`config.mk`:
```
export PLATFORM = sky130hd
export DESIGN_NAME = enemy_ship
export DESIGN_NICKNAME = d
export VERILOG_FILES = /design/src/rtl/enemy_ship.sv
export SDC_FILE = /design/constraint.sdc
export NUM_CORES = 1
export LEC_CHECK = 0
export BUFFER_PORTS_ARGS = -buffer_cell sky130_fd_sc_hd__buf_2
export CAP_MARGIN = 20
export CORE_UTILIZATION = 50
export DETAILED_ROUTE_END_ITERATION = 8
export PLACE_DENSITY_LB_ADDON = 0.08
export SYNTH_ARGS = -nofsm -noshare
export SYNTH_HDL_FRONTEND = slang
export SYNTH_SLANG_ARGS = --single-unit
```
`constraint.sdc`:
```
create_clock -name clk_1ms -period 4.5 [get_ports clk_1ms]
set_clock_uncertainty 0.15 [all_clocks]
set_input_delay 1.125 -clock clk_1ms [delete_from_list [all_inputs] [get_ports clk_1ms]]
set_output_delay 1.125 -clock clk_1ms [all_outputs]
set_load 0.05 [all_outputs]
```
`src/rtl/enemy_ship.sv`:
```
// enemy_ship: opposing craft for the player ship.
// It spawns at the right edge of the field at a pseudo-random height and flies
// left, one pixel every step period. Each tick it checks for overlap with the
// player ship's centre and reports hits and escapes to the score logic. It also
// drives its own pixel-enable and colour into the VGA pixel mux.
// Optional feature macro: ENEMY_SPEEDUP_EN. When it is defined, every hit
// shortens the step period by one tick, down to a floor of one tick.
module enemy_ship #(
  parameter int H_ACTIVE   = 640,
  parameter int V_ACTIVE   = 480,
  parameter int ENEMY_W    = 30,
  parameter int ENEMY_H    = 20,
  parameter int SHIP_W     = 50,
  parameter int SHIP_H     = 20,
  parameter int STEP_DIV   = 2,
  parameter int HIT_MS     = 200,
  parameter int RESPAWN_MS = 500,
  parameter logic [9:0] LFSR_SEED = 10'h2A5
) (
  input  logic        clk_1ms,
  input  logic        reset,
  input  logic [9:0]  x,
  input  logic [9:0]  y,
  input  logic [9:0]  x_ship,
  input  logic [9:0]  y_ship,
  output logic        enemy_on,
  output logic [11:0] rgb_enemy,
  output logic [9:0]  x_enemy,
  output logic [9:0]  y_enemy,
  output logic        hit,
  output logic        passed,
  output logic [7:0]  hit_count,
  output logic [3:0]  passed_count
);

  // FSM encoding
  localparam logic [1:0] SPAWN = 2'd0;
  localparam logic [1:0] MOVE  = 2'd1;
  localparam logic [1:0] HIT   = 2'd2;
  localparam logic [1:0] WAIT  = 2'd3;

  // Geometry constants, all derived from the parameters
  localparam logic [9:0]  X_SPAWN  = 10'(H_ACTIVE - ENEMY_W/2 - 1);
  localparam logic [9:0]  Y_RESET  = 10'(V_ACTIVE/2);
  localparam logic [9:0]  Y_SPAN   = 10'(V_ACTIVE - ENEMY_H);
  localparam logic [9:0]  HALF_EH  = 10'(ENEMY_H/2);
  localparam logic [9:0]  X_EXIT   = 10'(ENEMY_W/2);
  localparam logic [10:0] COLL_X   = 11'((ENEMY_W + SHIP_W)/2);
  localparam logic [10:0] COLL_Y   = 11'((ENEMY_H + SHIP_H)/2);
  localparam logic signed [11:0] BOX_HW = 12'(ENEMY_W/2);
  localparam logic signed [11:0] BOX_HH = 12'(ENEMY_H/2);
  localparam logic [15:0] HIT_LAST  = 16'(HIT_MS - 1);
  localparam logic [15:0] WAIT_LAST = 16'(RESPAWN_MS - 1);

  // Registers
  logic [1:0]  r_state;
  logic [9:0]  r_x_enemy;
  logic [9:0]  r_y_enemy;
  logic [9:0]  r_lfsr;
  logic [15:0] r_step;
  logic [15:0] r_timer;
  logic        r_hit;
  logic        r_passed;
  logic [7:0]  r_hit_count;
  logic [3:0]  r_passed_count;

  // Combinational nets
  logic [1:0]         w_state_next;
  logic               w_do_hit;
  logic               w_do_pass;
  logic               w_collide;
  logic [9:0]         w_lfsr_next;
  logic [9:0]         w_r;
  logic [9:0]         w_y_spawn;
  logic [15:0]        w_period;
  logic               w_step_last;
  logic signed [10:0] w_dx;
  logic signed [10:0] w_dy;
  logic [10:0]        w_adx;
  logic [10:0]        w_ady;
  logic signed [11:0] w_px;
  logic signed [11:0] w_py;
  logic signed [11:0] w_ex;
  logic signed [11:0] w_ey;
  logic               w_in_box;
  logic               w_visible;

  // ---------------------------------------------------------------------------
  // LFSR: 10-bit Fibonacci, x^10 + x^7 + 1, shifting toward the MSB.
  // ---------------------------------------------------------------------------
  assign w_lfsr_next[0] = r_lfsr[9] ^ r_lfsr[6];
  genvar gi;
  generate
    for (gi = 1; gi < 10; gi++) begin : g_lfsr_shift
      assign w_lfsr_next[gi] = r_lfsr[gi-1];
    end
  endgenerate

  // Advance the LFSR on every tick regardless of state
  always_ff @(posedge clk_1ms or negedge reset) begin
    if (!reset) r_lfsr <= LFSR_SEED;
    else        r_lfsr <= w_lfsr_next;
  end

  // Spawn height: fold the 9-bit random value into the playable band
  always_comb begin
    w_r = {1'b0, r_lfsr[8:0]};
    if (w_r < Y_SPAN) w_y_spawn = w_r + HALF_EH;
    else              w_y_spawn = w_r - Y_SPAN + HALF_EH;
  end

  // ---------------------------------------------------------------------------
  // Step period: constant, or shortened by each hit when the speedup is built.
  // ---------------------------------------------------------------------------
`ifdef ENEMY_SPEEDUP_EN
  logic [3:0] r_period;

  // Each hit shortens the step period by one tick, never below one tick
  always_ff @(posedge clk_1ms or negedge reset) begin
    if (!reset)                         r_period <= 4'(STEP_DIV);
    else if (w_do_hit && r_period > 4'd1) r_period <= r_period - 4'd1;
  end

  assign w_period = {12'd0, r_period};
`else
  assign w_period = 16'(STEP_DIV);
`endif

  assign w_step_last = (r_step == w_period - 16'd1);

  // ---------------------------------------------------------------------------
  // Collision on registered positions, using 11-bit signed differences.
  // ---------------------------------------------------------------------------
  always_comb begin
    w_dx  = $signed({1'b0, r_x_enemy}) - $signed({1'b0, x_ship});
    w_dy  = $signed({1'b0, r_y_enemy}) - $signed({1'b0, y_ship});
    w_adx = w_dx[10] ? $unsigned(-w_dx) : $unsigned(w_dx);
    w_ady = w_dy[10] ? $unsigned(-w_dy) : $unsigned(w_dy);
    w_collide = (w_adx < COLL_X) && (w_ady < COLL_Y);
  end

  // Next-state logic; a collision outranks an escape on the same tick
  always_comb begin
    w_state_next = r_state;
    w_do_hit     = 1'b0;
    w_do_pass    = 1'b0;
    case (r_state)
      SPAWN: w_state_next = MOVE;
      MOVE: begin
        if (w_collide) begin
          w_state_next = HIT;
          w_do_hit     = 1'b1;
        end else if (r_x_enemy <= X_EXIT) begin
          w_state_next = WAIT;
          w_do_pass    = 1'b1;
        end
      end
      HIT:  if (r_timer == HIT_LAST)  w_state_next = WAIT;
      WAIT: if (r_timer == WAIT_LAST) w_state_next = SPAWN;
      default: w_state_next = SPAWN;
    endcase
  end

  // State register
  always_ff @(posedge clk_1ms or negedge reset) begin
    if (!reset) r_state <= SPAWN;
    else        r_state <= w_state_next;
  end

  // Dwell timer for HIT and WAIT; restarts from zero on every state change
  always_ff @(posedge clk_1ms or negedge reset) begin
    if (!reset)                                      r_timer <= 16'd0;
    else if (r_state != w_state_next)                r_timer <= 16'd0;
    else if (r_state == HIT || r_state == WAIT)      r_timer <= r_timer + 16'd1;
    else                                             r_timer <= 16'd0;
  end

  // Position and step counter; the craft freezes on the tick it leaves MOVE
  always_ff @(posedge clk_1ms or negedge reset) begin
    if (!reset) begin
      r_x_enemy <= X_SPAWN;
      r_y_enemy <= Y_RESET;
      r_step    <= 16'd0;
    end else begin
      case (r_state)
        SPAWN: begin
          r_x_enemy <= X_SPAWN;
          r_y_enemy <= w_y_spawn;
          r_step    <= 16'd0;
        end
        MOVE: begin
          if (!w_do_hit && !w_do_pass) begin
            if (w_step_last) begin
              r_step    <= 16'd0;
              r_x_enemy <= r_x_enemy - 10'd1;
            end else begin
              r_step <= r_step + 16'd1;
            end
          end
        end
        default: begin
          r_x_enemy <= r_x_enemy;
          r_y_enemy <= r_y_enemy;
          r_step    <= r_step;
        end
      endcase
    end
  end

  // One-tick event pulses for the score logic
  always_ff @(posedge clk_1ms or negedge reset) begin
    if (!reset) begin
      r_hit    <= 1'b0;
      r_passed <= 1'b0;
    end else begin
      r_hit    <= w_do_hit;
      r_passed <= w_do_pass;
    end
  end

  // Saturating event counters, updated on the same edge as their pulse
  always_ff @(posedge clk_1ms or negedge reset) begin
    if (!reset) begin
      r_hit_count    <= 8'd0;
      r_passed_count <= 4'd0;
    end else begin
      if (w_do_hit && r_hit_count != 8'hFF)     r_hit_count    <= r_hit_count + 8'd1;
      if (w_do_pass && r_passed_count != 4'hF)  r_passed_count <= r_passed_count + 4'd1;
    end
  end

  // ---------------------------------------------------------------------------
  // Rendering: half-open box around the centre, signed so edges never wrap.
  // ---------------------------------------------------------------------------
  always_comb begin
    w_px = $signed({2'b00, x});
    w_py = $signed({2'b00, y});
    w_ex = $signed({2'b00, r_x_enemy});
    w_ey = $signed({2'b00, r_y_enemy});
    w_in_box = (w_px >= w_ex - BOX_HW) && (w_px < w_ex + BOX_HW) &&
               (w_py >= w_ey - BOX_HH) && (w_py < w_ey + BOX_HH);
    w_visible = (r_state == MOVE) || (r_state == HIT);
  end

  // Colour follows the state: green in flight, white while hit, dark otherwise
  always_comb begin
    case (r_state)
      MOVE:    rgb_enemy = 12'h0F0;
      HIT:     rgb_enemy = 12'hFFF;
      default: rgb_enemy = 12'h000;
    endcase
  end

  assign enemy_on     = w_visible && w_in_box;
  assign x_enemy      = r_x_enemy;
  assign y_enemy      = r_y_enemy;
  assign hit          = r_hit;
  assign passed       = r_passed;
  assign hit_count    = r_hit_count;
  assign passed_count = r_passed_count;

endmodule

```
==> summary.txt, run 1 <==
Clocking
  – Total CTS buffers: 9
  – CTS Hold Bufs: 0
  – CTS tree: done
  – Skew-Pair Late Insertion Delay: 340 ps
  – Clock Sinks: 78
  – Clk root buf: clkbuf_16
  – Clock Pin Slew Worst Setup and Hold Paths: 60 ps
  – CTS HTree Levels: 3
  – CTS max path bufs: 2

Outcome
  – Status: finished clean

GRT
  – Initial antenna violation count: 0
  – Total GRT Usage: 0.2324
  – Vias in the first global route: 5443
  – Largest net degree at the start of global routing: 79
  – First-pass GRT wire length: 25.01 mm
  – GR Overflow Total: 0

Die
  – Core Region: 12770 um2
  – Initial Utilization: 0.5190
  – Die height: 117.1 um
  – Io pins: 89
  – Die area: 13720 um2
  – Die W: 117.1 um
  – # rows: 41

Timing
  – Ratio of final minimum period to clock period: 0.9746
  – Final worst path period need: 4386 ps
  – Final setup vio count: 0
  – Fmax: 228.0 MHz
  – Slew at the pin closest to its max-slew limit: 944.0 ps
  – Worst slew margin: 0.3707
  – Final hold violation count: 0
  – Fin Hold WS: 259.1 ps
  – Max Slew Vio Count: 0
  – RSZ-0062 raised after global routing: true

Final layout
  – Fraction of layout cells with a size suffix above 1: 0.2225
  – Post-layout util: 0.6077
  – Area growth syn-to-layout: 17.10%
  – NumNets Final: 975
  – # diodes: 0
  – Design area: 7762 um2

Place
  – DP HPWL: 11.63 mm
  – Final Wtd Congestion: 0.8858
  – Cell Area, Placed: 7355 um2
  – IO buf count: 88

Logic synthesis
  – Seq cells post-synth: 78
  – Primary FF master, synth: dfrtp_1
  – Synth unique cells: 70
  – Synth Net Count: 877
  – Mean post-synth cell area: 8.722 um2
  – EDFF count, synth: 0
  – Post-Syn Instances: 760
  – Register area share after synthesis: 0.2969
  – Syn. warnings: 0
  – Async S/R FF share, synth: 1.000
  – Synth Cell Area: 6629 um2

Route
  – Detailed-route wire length per cell: 14.93 um
  – Final ANT Viol Nets: 0
  – Drt via density: 5.602
  – Via Count: 5798
  – DRT iter0 DRCs: 333
  – DRT Wirelength: 15.45 mm
  – Residual DRC: 0
  – DR pass1 iterations: 5

Setup path
  – Buf/Inv on CP: 2
  – Crit-path max FO: 2
  – CP Depth: 13
  – Critical path arrival: 3110 ps
  – Slowest CP cell: a211oi_2
  – Max stage delay on crit path: 250 ps
  – Critical path type: primary input to primary output
  – Worst setup SP type: primary input
  – Worst Reg-to-Reg Cells: 13
  – CP Cell Sequence: buf_8 -> ha_4 -> nor2b_4 -> o21a_1 -> o21a_1 -> o21ai_1 -> nand2b_1 -> a21oi_2 -> o21ai_2 -> a211oi_2 -> o2111ai_2 -> a31oi_2 -> buf_6
  – WP data required: 3220 ps
  – Most frequent cell on the critical path: o21a_1
  – Kind of end point of the critical path: primary output
  – Family with the most delay on the worst path: compound AO/OA/AOI/OAI gates

Run
  – Max-Cap Viols: 0

Power and ir drop
  – Max VDD drop: 305.5 uV
  – Lkg Pwr: 3.610 nW
  – Power Dens Cells: 434.4 nW/um2
  – Final Power: 3.372 mW

Hold path
  – Hold Path Cell Cnt: 0
  – Hold Crit Class: register to register
[report_power, final]
part	internal [mW]	switching, mW	leakage [nW]
Sequential	0.758	0.0870	1.01
Combinational	0.702	1.06	2.44
Clock	0.484	0.281	0.152
Total	1.94	1.43	3.61
[synthesized netlist by cell type (11+ instances only)]
master / count / area share
and3_1: 17 / 0.016
nor2_1: 56 / 0.032
o21ai_0: 58 / 0.044
nand3_1: 32 / 0.024
o31ai_1: 11 / 0.012
dfstp_2: 13 / 0.052
nor4_1: 12 / 0.011
dfrtp_1: 65 / 0.25
xor2_1: 37 / 0.049
inv_1: 45 / 0.025
nand2_1: 51 / 0.029
ha_1: 73 / 0.14
xnor2_1: 37 / 0.049
nor3_1: 16 / 0.012
a21oi_1: 30 / 0.023
buf_4: 11 / 0.012
nor2b_1: 12 / 0.011
clkbuf_1: 17 / 0.0096
nand2b_1: 24 / 0.023
[sequential cells by signal (all words and copies together), names as in the netlist]
signal        count
hit               1
r_step           16
r_state           2
hit_count         8
r_timer          16
passed_count      4
r_lfsr           10
y_enemy          10
x_enemy          10
passed            1
[layer usage]
layer | GRT usage | routed length, um
met1 | 0.3076 | 7380
met2 | 0.3882 | 7364
met3 | 0.02884 | 473
met4 | 0.08945 | 231
met5 | 0 | 0
[cell families (layout without fill, tap and decap cells)]
family / Yosys count / after routing / synth area share
DFF: 78 / 78 / 0.2969
AOI/OAI and AO/OA: 175 / 175 / 0.1784
and+or+nand+nor: 266 / 266 / 0.2088
xor gates and xnor gates: 74 / 74 / 0.09777
muxes: 12 / 12 / 0.02076
buffers and inverters: 80 / 183 / 0.05360
adders and majority gates: 75 / 75 / 0.1438
[worst paths after layout]
| check | start | end | slack (ps) |
|---|---|---|---|
| worst min-delay path | r_lfsr[0]$_DFF_PN1_ | r_lfsr[1]$_DFF_PN0_ | 260 |
| worst max-delay path | x[1] | enemy_on | 110 |
| max in group asynchronous | reset | x_enemy[1]$_DFFE_PN0P_ | 2810 |
| worst max register to register | x_enemy[4]$_DFFE_PN1P_ | passed_count[1]$_DFFE_PN0P_ | 550 |
| min in group asynchronous | reset | r_step[6]$_DFFE_PN0P_ | 780 |
| worst min register to register | r_lfsr[0]$_DFF_PN1_ | r_lfsr[1]$_DFF_PN0_ | 260 |
[placed cells by master, fill, tap and decap left out, types with 3 or more instances in the layout]
cell and count:
buf_2 85, ha_1 70, dfrtp_1 65, nor2_1 56, o21ai_0 52, nand2_1 51, inv_1 43, xor2_1 37
xnor2_1 37, buf_4 34, nand3_1 32, a21oi_1 27, nand2b_1 24, and3_1 17, nor3_1 16, dfstp_2 13
nor4_1 12, o31ai_1 11, nor2b_1 11, nand4_1 10, o21a_1 10, mux2_2 10, clkbuf_16 9, a21o_1 8
a31oi_1 8, o21ai_1 7, or3_1 7, nand3b_1 5, a211oi_1 5, o2111ai_1 4, or2_2 4, a211o_1 4
o41ai_1 4, or4_1 4, o21bai_1 3, nor3b_1 3, a21oi_2 3
[layout make-up]
class,instances,area [um2]
Fill cell,1145,5011
Multi-Input combinational cell,602,4377
Sequential cell,78,1968
Timing Repair Buffer,122,718.2
Clock buffer,10,229.0
Tap cell,172,215.2
Inverter,45,168.9
Clock inverter,6,86.33
[repair_timing]
| item | in CTS | in global routing |
|---|---|---|
| pin swaps | 3 | 13 |
| gates resized for setup | 4 | 23 |
| setup endpoints to repair | 1 | 24 |
| setup buffers | 0 | 1 |
[through the flow]
step                      TNS [ps]  worst slack, ps  std cells
after floorplan                  0            19.40        760
after global placement       -1273           -146.3       1018
after detailed placement     -3772           -254.8       1018
after CTS                        0            5.960       1034
after global routing        -13.65           -13.65       1035
final                            0            114.2       1035
Power figures use the tool's default switching activity.
==> inputs of run 2 (changes only) <==
ABC_AREA = 1   (was default)
SKIP_CTS_REPAIR_TIMING = 1   (was default)
==> run 2 against run 1 <==
Area after synthesis up 11%. Non-clock buffer count fell by 26. Synthesized cell count is 38% higher. Final area up 6.1%. Fmax grew 3.3%. Critical endpoint unchanged. First-iteration DRC count grew 15%.
==> summary.txt, run 2 <==
Outcome
  – Status: finished clean (unchanged)

Timing
  – Ratio of final minimum period to clock period: 0.9432 (was 0.9746)
  – Post-Route Setup TNS: 0 ps (unchanged)
  – Fmax: 235.6 MHz (was 228.0 MHz)
  – Max Slew Vio Count: 0 (unchanged)
  – Final worst slack: 255.7 ps (was 114.2 ps)
  – Slew at the pin closest to its max-slew limit: 965.9 ps (was 944.0 ps)
  – RSZ-0062 raised after global routing: false (was true)
  – Fin Hold WS: 257.0 ps (was 259.1 ps)
  – Final setup vio count: 0 (unchanged)
  – Worst slew margin: 0.3561 (was 0.3707)
  – Final hold violation count: 0 (unchanged)
  – Final worst path period need: 4244 ps (was 4386 ps)

Route
  – Drt via density: 5.049 (was 5.602)
  – Final ANT Viol Nets: 0 (unchanged)
  – Detailed-route wire length per cell: 12.52 um (was 14.93 um)
  – Residual DRC: 0 (unchanged)
  – DR pass1 iterations: 5 (unchanged)
  – Via Count: 6629 (was 5798)
  – DRT iter0 DRCs: 382 (was 333)
  – DRT Wirelength: 16.44 mm (was 15.45 mm)

Setup path
  – Worst Reg-to-Reg Cells: 20 (was 13)
  – Kind of end point of the critical path: primary output (unchanged)
  – Origin of the critical flop-to-flop path: x_enemy[0]$_DFFE_PN0P_ (was x_enemy[4]$_DFFE_PN1P_)
  – FF-to-FF End: r_timer[4]$_DFF_PN0_ (was passed_count[1]$_DFFE_PN0P_)
  – Critical path type: register to primary output (was primary input to primary output)
  – WP data required: 3220 ps (about the same)
  – Critical path arrival: 2970 ps (was 3110 ps)
  – Reg2reg setup slack: 810 ps (was 550 ps)
  – Crit-path max FO: 6 (was 2)
  – Worst setup SP type: register (was primary input)

Power and ir drop
  – Logic pwr share: 0.615 (was 0.523)
  – Lkg Pwr: 4.324 nW (was 3.610 nW)
  – Flop pwr share: 0.222 (was 0.250)
  – Switching pwr: 2.254 mW (was 1.429 mW)
  – Clock power frac: 0.163 (was 0.227)
  – Switching Share: 0.5139 (was 0.4236)
  – Internal Power: 2.132 mW (was 1.944 mW)
  – Max VDD drop: 502.3 uV (was 305.5 uV)
  – Final Power: 4.387 mW (was 3.372 mW)
  – Power Dens Cells: 532.5 nW/um2 (was 434.4 nW/um2)

GRT
  – Global Route met3 Usage: 0.02122 (was 0.02884)
  – GR Overflow Total: 0 (unchanged)
  – Met2 Use GR: 0.3883 (was 0.3882)
  – Initial antenna violation count: 0 (unchanged)
  – Grt met1 use: 0.3044 (was 0.3076)
  – Vias in the first global route: 6037 (was 5443)
  – Total GRT Usage: 0.2275 (was 0.2324)
  – Largest net degree at the start of global routing: 79 (unchanged)
  – First-pass GRT wire length: 27.28 mm (was 25.01 mm)
  – Most used routing layer in global routing: met2 (unchanged)

Place
  – Final Wtd Congestion: 0.8644 (was 0.8858)
  – Dpl ws: 244.1 ps (was -254.8 ps)
  – Placed Instances: 1293 (was 1018)
  – IO buf count: 88 (unchanged)
  – Cell Area, Placed: 7894 um2 (was 7355 um2)
  – DP HPWL: 13.17 mm (was 11.63 mm)

Die
  – Die area: 15220 um2 (was 13720 um2)
  – Core Region: 14150 um2 (was 12770 um2)
  – Die height: 123.4 um (was 117.1 um)
  – # rows: 43 (was 41)
  – Initial Utilization: 0.5205 (was 0.5190)
  – Die W: 123.4 um (was 117.1 um)
  – Io pins: 89 (unchanged)

Logic synthesis
  – EDFF count, synth: 0 (unchanged)
  – Synth cell count leaders: nand2_1, inv_1, nand3_1 (was ha_1, dfrtp_1, o21ai_0)
  – Syn. warnings: 0 (unchanged)
  – Async S/R FF share, synth: 1.000 (unchanged)
  – Primary FF master, synth: dfrtp_1 (unchanged)
  – Seq cells post-synth: 78 (unchanged)
  – Synth top area cells: dfrtp_1, ha_1, nand2_1, inv_1, nand3_1 (was dfrtp_1, ha_1, dfstp_2, xnor2_1, xor2_1)
  – Synth Net Count: 1164 (was 877)
  – Synth unique cells: 45 (was 70)
  – Post-Syn Instances: 1047 (was 760)
  – Count leader, synth: nand2_1 (was ha_1)
  – Area leader, netlist: dfrtp_1 (unchanged)
  – Post-synth top area share: 0.2209 (was 0.2454)
  – Register area share after synthesis: 0.2672 (was 0.2969)
  – Synth Cell Area: 7365 um2 (was 6629 um2)
  – Mean post-synth cell area: 7.034 um2 (was 8.722 um2)

Hold path
  – Hold Path Cell Cnt: 0 (unchanged)
  – Hold Crit Class: register to register (unchanged)
  – Hold path startpoint: r_lfsr[0]$_DFF_PN1_ (unchanged)
  – Worst hold endpoint: r_lfsr[1]$_DFF_PN0_ (unchanged)

Final layout
  – Top Registers: r_step x16, r_timer x16 (unchanged)
  – # diodes: 0 (unchanged)
  – Most common cell after layout, fill and taps aside: nand2_1 (was buf_2)
  – NumNets Final: 1245 (was 975)
  – Design area: 8238 um2 (was 7762 um2)
  – Fraction of layout cells with a size suffix above 1: 0.1721 (was 0.2225)
  – Post-layout util: 0.5822 (was 0.6077)
  – Most frequent cells in the layout: nand2_1, inv_1, nand3_1 (was buf_2, ha_1, dfrtp_1)
  – Area growth syn-to-layout: 11.86% (was 17.10%)
  – Fin cells: 1313 (was 1035)

Clocking
  – Clk root buf: clkbuf_16 (unchanged)
  – Clock Pin Slew Worst Setup and Hold Paths: 60 ps (about the same)
  – Skew-Pair Late Insertion Delay: 340 ps (about the same)
  – CTS max path bufs: 2 (unchanged)
  – Clock Sinks: 78 (unchanged)
  – CTS HTree Levels: 3 (unchanged)
  – Total CTS buffers: 9 (unchanged)
  – CTS tree: done (unchanged)

Run
  – Max-Cap Viols: 0 (unchanged)
[run 2: changes by cell type after synthesis, sizes merged, moves of 12 or more]
cell | before | now
inv | 45 | 170
xor2 | 37 | 50
and3 | 17 | 0
nand3 | 32 | 105
nand2b | 24 | 0
nor2b | 12 | 0
xnor2 | 37 | 9
nand2 | 51 | 252
nor2 | 56 | 111
[run 2: final cells by class]
class	instances	area, um2
clock buffers	12	246.5
fillers	1408	5912
multi-input cells	770	4586
clock inverters	4	47.55
well taps	180	225.2
flip-flops and latches	78	1974
inverters	173	649.4
repair buffers	96	509.2
[run 2: critical path, stage by stage, from the launching register on]
cell and delay [ps]:
dfrtp_2 430, inv_1 70, ha_1 180, or2_2 320, nand2_1 110, xor2_1 80
ha_1 270, nand2_1 60, nor2_1 140, nand3_1 90, o221ai_1 220, a21oi_1 100
o21ai_0 150, nand2_1 90, nor2_2 150, buf_6 180
[run 2: worst max-delay path by stage]
stage,start,end,slack (ps),cells after the start
2_1_floorplan,y_enemy[1]$_DFFE_PN0P_,enemy_on,90,14
3_3_place_gp,y_enemy[1]$_DFFE_PN0P_,enemy_on,350,15
3_5_place_dp,y_ship[0],r_timer[4]$_DFF_PN0_,240,19
4_1_cts,y_enemy[1]$_DFFE_PN0P_,enemy_on,-30,15
5_1_grt,x_enemy[3]$_DFFE_PN0P_,enemy_on,9,14
6_report,y_enemy[2]$_DFFE_PN0P_,enemy_on,260,15
[run 2: cells by family (layout without fill, tap and decap cells)]
family,count (synthesis),in the layout,share of synthesized area
simple gates,526,526,0.3379
buf+inv,199,285,0.1111
compound gates,110,110,0.08410
flops,78,78,0.2672
fa+ha+maj,75,75,0.1295
xor+xnor,59,59,0.07017
[run 2: per-layer routing]
metal  share of wire  vias up
met1            0.50     2986
li1                -     3521
met5               0        -
met4           0.013        0
met2            0.46      105
met3           0.028       17
[run 2: power groups by stage]
| stage | Combinational, mW | Sequential, mW | Clock (mW) |
|---|---|---|---|
| after detailed placement | 2.66 | 0.988 | 0 |
| after floorplan | 1.99 | 1.16 | 0 |
| after global routing | 3.07 | 0.989 | 0.756 |
| final | 2.70 | 0.975 | 0.713 |
| after CTS | 2.68 | 0.978 | 0.733 |
| after global placement | 2.64 | 0.987 | 0 |
